$ cat src/rtl/traffic_light_monitor.sv
// Lamp-bus conflict/sequence monitor: decodes the controller's 12-bit lights pattern into a phase,
// checks successor order and dwell time, latches the first fault and forces an all-red flash.
module traffic_light_monitor #(
  parameter int unsigned DWELL_S0   = 64,
  parameter int unsigned DWELL_S1   = 4,
  parameter int unsigned DWELL_S2   = 16,
  parameter int unsigned DWELL_S3   = 4,
  parameter int unsigned DWELL_S4   = 20,
  parameter int unsigned DWELL_S5   = 4,
  parameter int unsigned DWELL_S6   = 4,
  parameter int unsigned TOL        = 0,
  parameter int unsigned FLASH_HALF = 8
) (
  input  logic        clk,
  input  logic        rst,
  input  logic [11:0] lights,
  input  logic        fault_clr,
  output logic        fault,
  output logic [2:0]  fault_code,
  output logic [2:0]  fault_state,
  output logic [2:0]  phase,
  output logic [11:0] safe_lights
);

  localparam logic [11:0] ALL_RED  = 12'h111;
  localparam logic [2:0]  PH_NONE  = 3'b111;
  localparam int unsigned FW       = (FLASH_HALF > 1) ? $clog2(FLASH_HALF) : 1;

  function automatic bit dwell_ok(input int unsigned d);
    return (d >= TOL + 1) && (d + TOL <= 254);
  endfunction

  localparam bit DWELL_CFG_OK = dwell_ok(DWELL_S0) && dwell_ok(DWELL_S1) && dwell_ok(DWELL_S2) &&
                                dwell_ok(DWELL_S3) && dwell_ok(DWELL_S4) && dwell_ok(DWELL_S5) &&
                                dwell_ok(DWELL_S6) && (FLASH_HALF >= 1);

  if (!DWELL_CFG_OK) begin : g_bad_cfg
    $error("traffic_light_monitor: each DWELL_Sx must satisfy DWELL-TOL >= 1 and DWELL+TOL <= 254");
  end

  typedef enum logic [1:0] {
    ST_ARM,
    ST_MONITOR,
    ST_FAULT
  } state_e;

  typedef enum logic [2:0] {
    FC_NONE    = 3'd0,
    FC_ILLEGAL = 3'd1,
    FC_SEQ     = 3'd2,
    FC_SHORT   = 3'd3,
    FC_STUCK   = 3'd4
  } fault_code_e;

  function automatic logic [11:0] pat_of(input logic [2:0] p);
    case (p)
      3'd0:    return 12'hA38;
      3'd1:    return 12'h458;
      3'd2:    return 12'h893;
      3'd3:    return 12'h854;
      3'd4:    return 12'h38A;
      3'd5:    return 12'h886;
      3'd6:    return 12'h648;
      default: return ALL_RED;
    endcase
  endfunction

  function automatic logic [8:0] dwell_of(input logic [2:0] p);
    case (p)
      3'd0:    return 9'(DWELL_S0);
      3'd1:    return 9'(DWELL_S1);
      3'd2:    return 9'(DWELL_S2);
      3'd3:    return 9'(DWELL_S3);
      3'd4:    return 9'(DWELL_S4);
      3'd5:    return 9'(DWELL_S5);
      3'd6:    return 9'(DWELL_S6);
      default: return 9'd0;
    endcase
  endfunction

  function automatic logic succ_ok(input logic [2:0] from, input logic [2:0] to);
    case (from)
      3'd0:    return (to == 3'd1) || (to == 3'd6);
      3'd1:    return to == 3'd2;
      3'd2:    return to == 3'd3;
      3'd3:    return to == 3'd4;
      3'd4:    return to == 3'd5;
      3'd5:    return to == 3'd0;
      3'd6:    return to == 3'd4;
      default: return 1'b0;
    endcase
  endfunction

  state_e      state_q, state_d;
  fault_code_e code_q, code_d, code_n;
  logic [2:0]  phase_q, phase_d;
  logic [2:0]  fstate_q, fstate_d;
  logic [7:0]  dwell_q, dwell_d, dwell_inc;
  logic        first_q, first_d;
  logic        fault_q, fault_d;
  logic [11:0] safe_q, safe_d;
  logic [FW-1:0] flash_q, flash_d;
  logic        dec_legal;
  logic [2:0]  dec_ph;
  logic [8:0]  dwell_hi, dwell_lo;

  always_comb begin
    dec_legal = 1'b1;
    dec_ph    = 3'd0;
    case (lights)
      12'hA38: dec_ph = 3'd0;
      12'h458: dec_ph = 3'd1;
      12'h893: dec_ph = 3'd2;
      12'h854: dec_ph = 3'd3;
      12'h38A: dec_ph = 3'd4;
      12'h886: dec_ph = 3'd5;
      12'h648: dec_ph = 3'd6;
      default: dec_legal = 1'b0;
    endcase
  end

  assign dwell_hi  = dwell_of(phase_q) + 9'(TOL);
  assign dwell_lo  = dwell_of(phase_q) - 9'(TOL);
  assign dwell_inc = (dwell_q == 8'hFF) ? dwell_q : dwell_q + 8'd1;

  always_comb begin
    state_d  = state_q;
    code_d   = code_q;
    code_n   = FC_NONE;
    phase_d  = phase_q;
    fstate_d = fstate_q;
    dwell_d  = dwell_q;
    first_d  = first_q;
    fault_d  = fault_q;
    safe_d   = safe_q;
    flash_d  = flash_q;

    case (state_q)
      ST_ARM: begin
        safe_d = lights;
        if (dec_legal) begin
          state_d = ST_MONITOR;
          phase_d = dec_ph;
          dwell_d = 8'd1;
          first_d = 1'b1;
        end
      end

      ST_MONITOR: begin
        safe_d = lights;
        if (lights == pat_of(phase_q)) begin
          dwell_d = dwell_inc;
          if ({1'b0, dwell_inc} > dwell_hi) code_n = FC_STUCK;
        end else if (!dec_legal) begin
          code_n = FC_ILLEGAL;
        end else if (!succ_ok(phase_q, dec_ph)) begin
          code_n = FC_SEQ;
        end else if (({1'b0, dwell_q} < dwell_lo) && !first_q) begin
          code_n = FC_SHORT;
        end else begin
          phase_d = dec_ph;
          dwell_d = 8'd1;
          first_d = 1'b0;
        end
        // fault_clr is ignored here, so a same-cycle violation always latches
        if (code_n != FC_NONE) begin
          state_d  = ST_FAULT;
          fault_d  = 1'b1;
          code_d   = code_n;
          fstate_d = phase_q;
          safe_d   = ALL_RED;
          flash_d  = '0;
        end
      end

      ST_FAULT: begin
        if (fault_clr) begin
          state_d = ST_ARM;
          fault_d = 1'b0;
          code_d  = FC_NONE;
          phase_d = PH_NONE;
          flash_d = '0;
          safe_d  = lights;
        end else if (flash_q == FW'(FLASH_HALF - 1)) begin
          flash_d = '0;
          safe_d  = (safe_q == '0) ? ALL_RED : '0;
        end else begin
          flash_d = flash_q + FW'(1);
        end
      end

      default: state_d = ST_ARM;
    endcase
  end

  always_ff @(posedge clk or posedge rst) begin
    if (rst) begin
      state_q  <= ST_ARM;
      code_q   <= FC_NONE;
      phase_q  <= PH_NONE;
      fstate_q <= '0;
      dwell_q  <= '0;
      first_q  <= 1'b0;
      fault_q  <= 1'b0;
      safe_q   <= ALL_RED;
      flash_q  <= '0;
    end else begin
      state_q  <= state_d;
      code_q   <= code_d;
      phase_q  <= phase_d;
      fstate_q <= fstate_d;
      dwell_q  <= dwell_d;
      first_q  <= first_d;
      fault_q  <= fault_d;
      safe_q   <= safe_d;
      flash_q  <= flash_d;
    end
  end

  assign fault       = fault_q;
  assign fault_code  = code_q;
  assign fault_state = fstate_q;
  assign phase       = phase_q;
  assign safe_lights = safe_q;

endmodule

$ cat config.mk
export PLATFORM = sky130hd
export DESIGN_NAME = traffic_light_monitor
export DESIGN_NICKNAME = d
export VERILOG_FILES = /design/src/rtl/traffic_light_monitor.sv
export SDC_FILE = /design/constraint.sdc
export NUM_CORES = 1
export LEC_CHECK = 0
export BUFFER_PORTS_ARGS = -buffer_cell sky130_fd_sc_hd__buf_2
export CAP_MARGIN = 20
export CELL_PAD_IN_SITES_DETAIL_PLACEMENT = 0
export CELL_PAD_IN_SITES_GLOBAL_PLACEMENT = 1
export CORE_AREA = 2 2 64 112
export CTS_CLUSTER_SIZE = 24
export DETAILED_ROUTE_END_ITERATION = 6
export DIE_AREA = 0 0 66 114
export PLACE_DENSITY_LB_ADDON = 0.1
export SYNTH_ARGS = -nofsm -noshare
export SYNTH_HDL_FRONTEND = slang
export SYNTH_SLANG_ARGS = --single-unit
$ cat constraint.sdc
create_clock -name clk -period 8.3 [get_ports clk]
set_clock_uncertainty 0.15 [all_clocks]
set_input_delay 0.83 -clock clk [delete_from_list [all_inputs] [get_ports clk]]
set_output_delay 0.83 -clock clk [all_outputs]
set_load 0.005 [all_outputs]
==> results.ini <==
[cts]
numCtsBuffers = 5
holdBufCountCts = 0
clock-sinks = 36
clkLatencyLatePin_ns = 0.28
cts_max_level = 2
root_buffer = clkbuf_16
post_cts_resized = 0
post_cts_buffers = 0
cts_tree = yes
clock_path_buffers = 2
clk_pin_slew_worst_paths_ns = 0.05

[power]
p_leak_uw = 0.001513
total_power_uw = 908.3
ir_drop_mv = 0.1838
p_per_area_nw_per_um2 = 268.6

[logic_synthesis]
synth_nets = 391
synth_edf_count = 0
syn_area_per_cell_um2 = 8.487
synth_ff_type = dfrtp_1
synth-seq-cells = 36
synth_cells = 364
synth.distinct_cells = 71
yosysWarnings = 0
synth_seq_area_share_pct = 29.40
syn_area_um2 = 3089
ys_async_sr_fraction_pct = 100.0

[run]
drv_cap = 0

[final_layout]
fill_cells = 684
fin_nets = 413
area_delta_synth_final_pct = 9.477
diodes = 0
fin_area_um2 = 3382
drive_gt1_share_pct = 18.09

[setup_path]
cp_max_fo = 11
cp-end-kind = flip-flop
crit_type = reg2reg
slowest_delay_ns = 0.64
crit_slowest_cell = nor2_1
worstPathArrival_ns = 3.97
cp_data_required_time_ns = 8.35
start_kind = flip-flop
cp_cell_sequence = ha_1 -> nand4_1 -> nand2b_1 -> nand2_1 -> o21ai_0 -> ha_1 -> and3_1 -> a32o_1 -> a32o_1 -> o31a_1 -> nand3_1 -> o41a_2 -> nor2_1 -> a2bb2oi_1

[detailed_routing]
drcViolationCount = 0
dr.pass1.iters = 5
detail-route-antenna-nets = 0
drt-total-wl_um = 9104
vias = 2878
wl_per_cell_um = 19.33
viasPerCell = 6.110
drt-initial-drc-count = 118

[grt]
grt_pass1_wl_um = 14800
grt_max_degree = 37
grt_pass1_vias = 2909
grt_use_total_pct = 25.82
antenna_found_initial = 0
grt-ovfl-total = 0

[die]
row_count = 40
io_pins = 37
dieHeight_um = 114
initial_core_util_pct = 46.06
dieArea_um2 = 7524
core_region_area_um2 = 6706
die_x_um = 66

[sta]
setup-violations-final = 0
relSlewSlack_pct = 34.60
finalCritPeriodShare_pct = 47.30
fin_setup_tns_ns = 0
max_freq_ghz = 0.2547
worstMarginPinSlew_ns = 0.9721
fin_crit_ns = 3.926
rsz0062_at_grt = no
finalHoldViolCount = 0
slew_violations = 0

[placement]
gp_congestion = 0.8340
place_area_um2 = 3236
portBuffers = 36
hpwl_um = 6927

[hold_path]
worstHoldPathType = reg2reg

[status]
status = completed

## flip-flops by register name (all words and copies together) (netlist names)
signal,cells
dwell_q,8
flash_q,3
safe_lights,12
fault,1
fault_code,3
first_q,1
state_q,2
phase,3
fault_state,3
## report_power, final
group	internal, uW	total [uW]	switching (uW)
clock network	120	186	66.3
logic	182	410	228
registers	231	312	81.8
total	532	908	376
## kinds of logic (layout without fill, tap and decap cells)
group	Yosys count	in the layout	share of synthesized area [%]
and+or+nand+nor	154	154	28.11
muxes	15	15	5.184
xor gates and xnor gates	4	4	1.134
AOI/OAI and AO/OA	98	98	23.78
DFF	36	36	29.40
buffers and inverters	45	68	7.534
adders and majority gates	12	12	4.860
## cell usage in the layout, fill, tap and decap left out, types with 5 or more instances in the layout
cell type,count
o21ai_0,14
mux2i_1,7
a2bb2oi_1,13
nor4_1,5
mux2_2,8
or3_1,5
nor2b_1,11
nand2b_1,7
nand2_1,36
nor2_1,30
nand4_1,10
clkbuf_16,5
ha_1,12
nor3_1,9
a21oi_1,17
a211oi_1,6
nand3_1,10
dfstp_2,6
and3_1,5
inv_1,22
dfrtp_1,30
buf_2,36
## worst max-delay path: cells and delay by family (launching register included)
| kind | cells | cell delay, ns |
|---|---|---|
| simple gates | 6 | 1.48 |
| compound gates | 6 | 1.19 |
| fa+ha+maj | 2 | 0.55 |
| flops | 1 | 0.46 |
## layer usage
layer  GRT usage (%)  part of all wire [%]  vias up
met5               0                     0        -
met3           3.550                   3.5       23
met1           28.71                    38     1372
met2           47.27                    54       77
met4           11.70                   4.0        0
li1                -                     -     1406
## path summary, 6_finish.rpt
| kind | from | end | slack [ns] | depth (start not counted) |
|---|---|---|---|---|
| max | dwell_q[0]$_DFFE_PP0P_ | safe_lights[9]$_DFFE_PP0P_ | 4.37 | 14 |
| min | first_q$_DFFE_PP0P_ | first_q$_DFFE_PP0P_ | 0.35 | 2 |
| max reg2reg | dwell_q[0]$_DFFE_PP0P_ | safe_lights[9]$_DFFE_PP0P_ | 4.37 | 14 |
| min reg2reg | first_q$_DFFE_PP0P_ | first_q$_DFFE_PP0P_ | 0.35 | 2 |
| max in group asynchronous | rst | phase[2]$_DFFE_PP1P_ | 7.14 | 3 |
| min in group asynchronous | rst | fault_code[1]$_DFFE_PP0P_ | 0.51 | 3 |
## metrics by stage
| step | utilization, % | worst slack, ns | cells | hold slack [ns] |
|---|---|---|---|---|
| 3_5_place_dp | 48.25 | 4.289 | 463 | 0.3442 |
| 4_1_cts | 50.43 | 4.388 | 471 | 0.3562 |
| 2_1_floorplan | - | 4.595 | 364 | 0.3125 |
| 5_1_grt | 50.43 | 4.132 | 471 | 0.3798 |
| 6_report | 50.43 | 4.374 | 471 | 0.3534 |
| 3_3_place_gp | 48.25 | 4.303 | 463 | 0.3266 |
## synthesized netlist by cell type, drive strengths merged (3+ instances only)
cell type  count  share of area, %
o21ai         14               2.3
nand2         36               4.4
dfstp          6               5.1
clkbuf        10               1.3
nor3b          3              0.73
nor4           5               1.0
and3           5               1.0
a211oi         6               1.5
nor2          30               3.6
buf           12               3.4
dfrtp         30                24
a32o           3              0.97
a221oi         3               1.1
nand4         10               2.0
nand3         10               1.6
mux2           8               2.9
nor4b          5               2.4
nand2b         7               1.4
nor2b         11               2.2
o22ai          3              0.61
a31oi          4              0.81
and2           3              0.61
a2bb2oi       13               3.7
inv           22               2.7
mux2i          7               2.3
or3            5               1.0
o31a           3              0.85
ha            12               4.9
o211ai         4              0.97
nor3          10               1.8
a21oi         17               2.8
## final cells by class
type / count / area, um2 / area share (%)
multi-input combinational: 283 / 1948 / 57.60
sequential: 36 / 908.4 / 26.86
timing repair buffer: 37 / 187.7 / 5.549
clock buffer: 8 / 146.4 / 4.329
tap: 84 / 105.1 / 3.108
inverter: 23 / 86.33 / 2.553
Power figures use the tool's default switching activity.
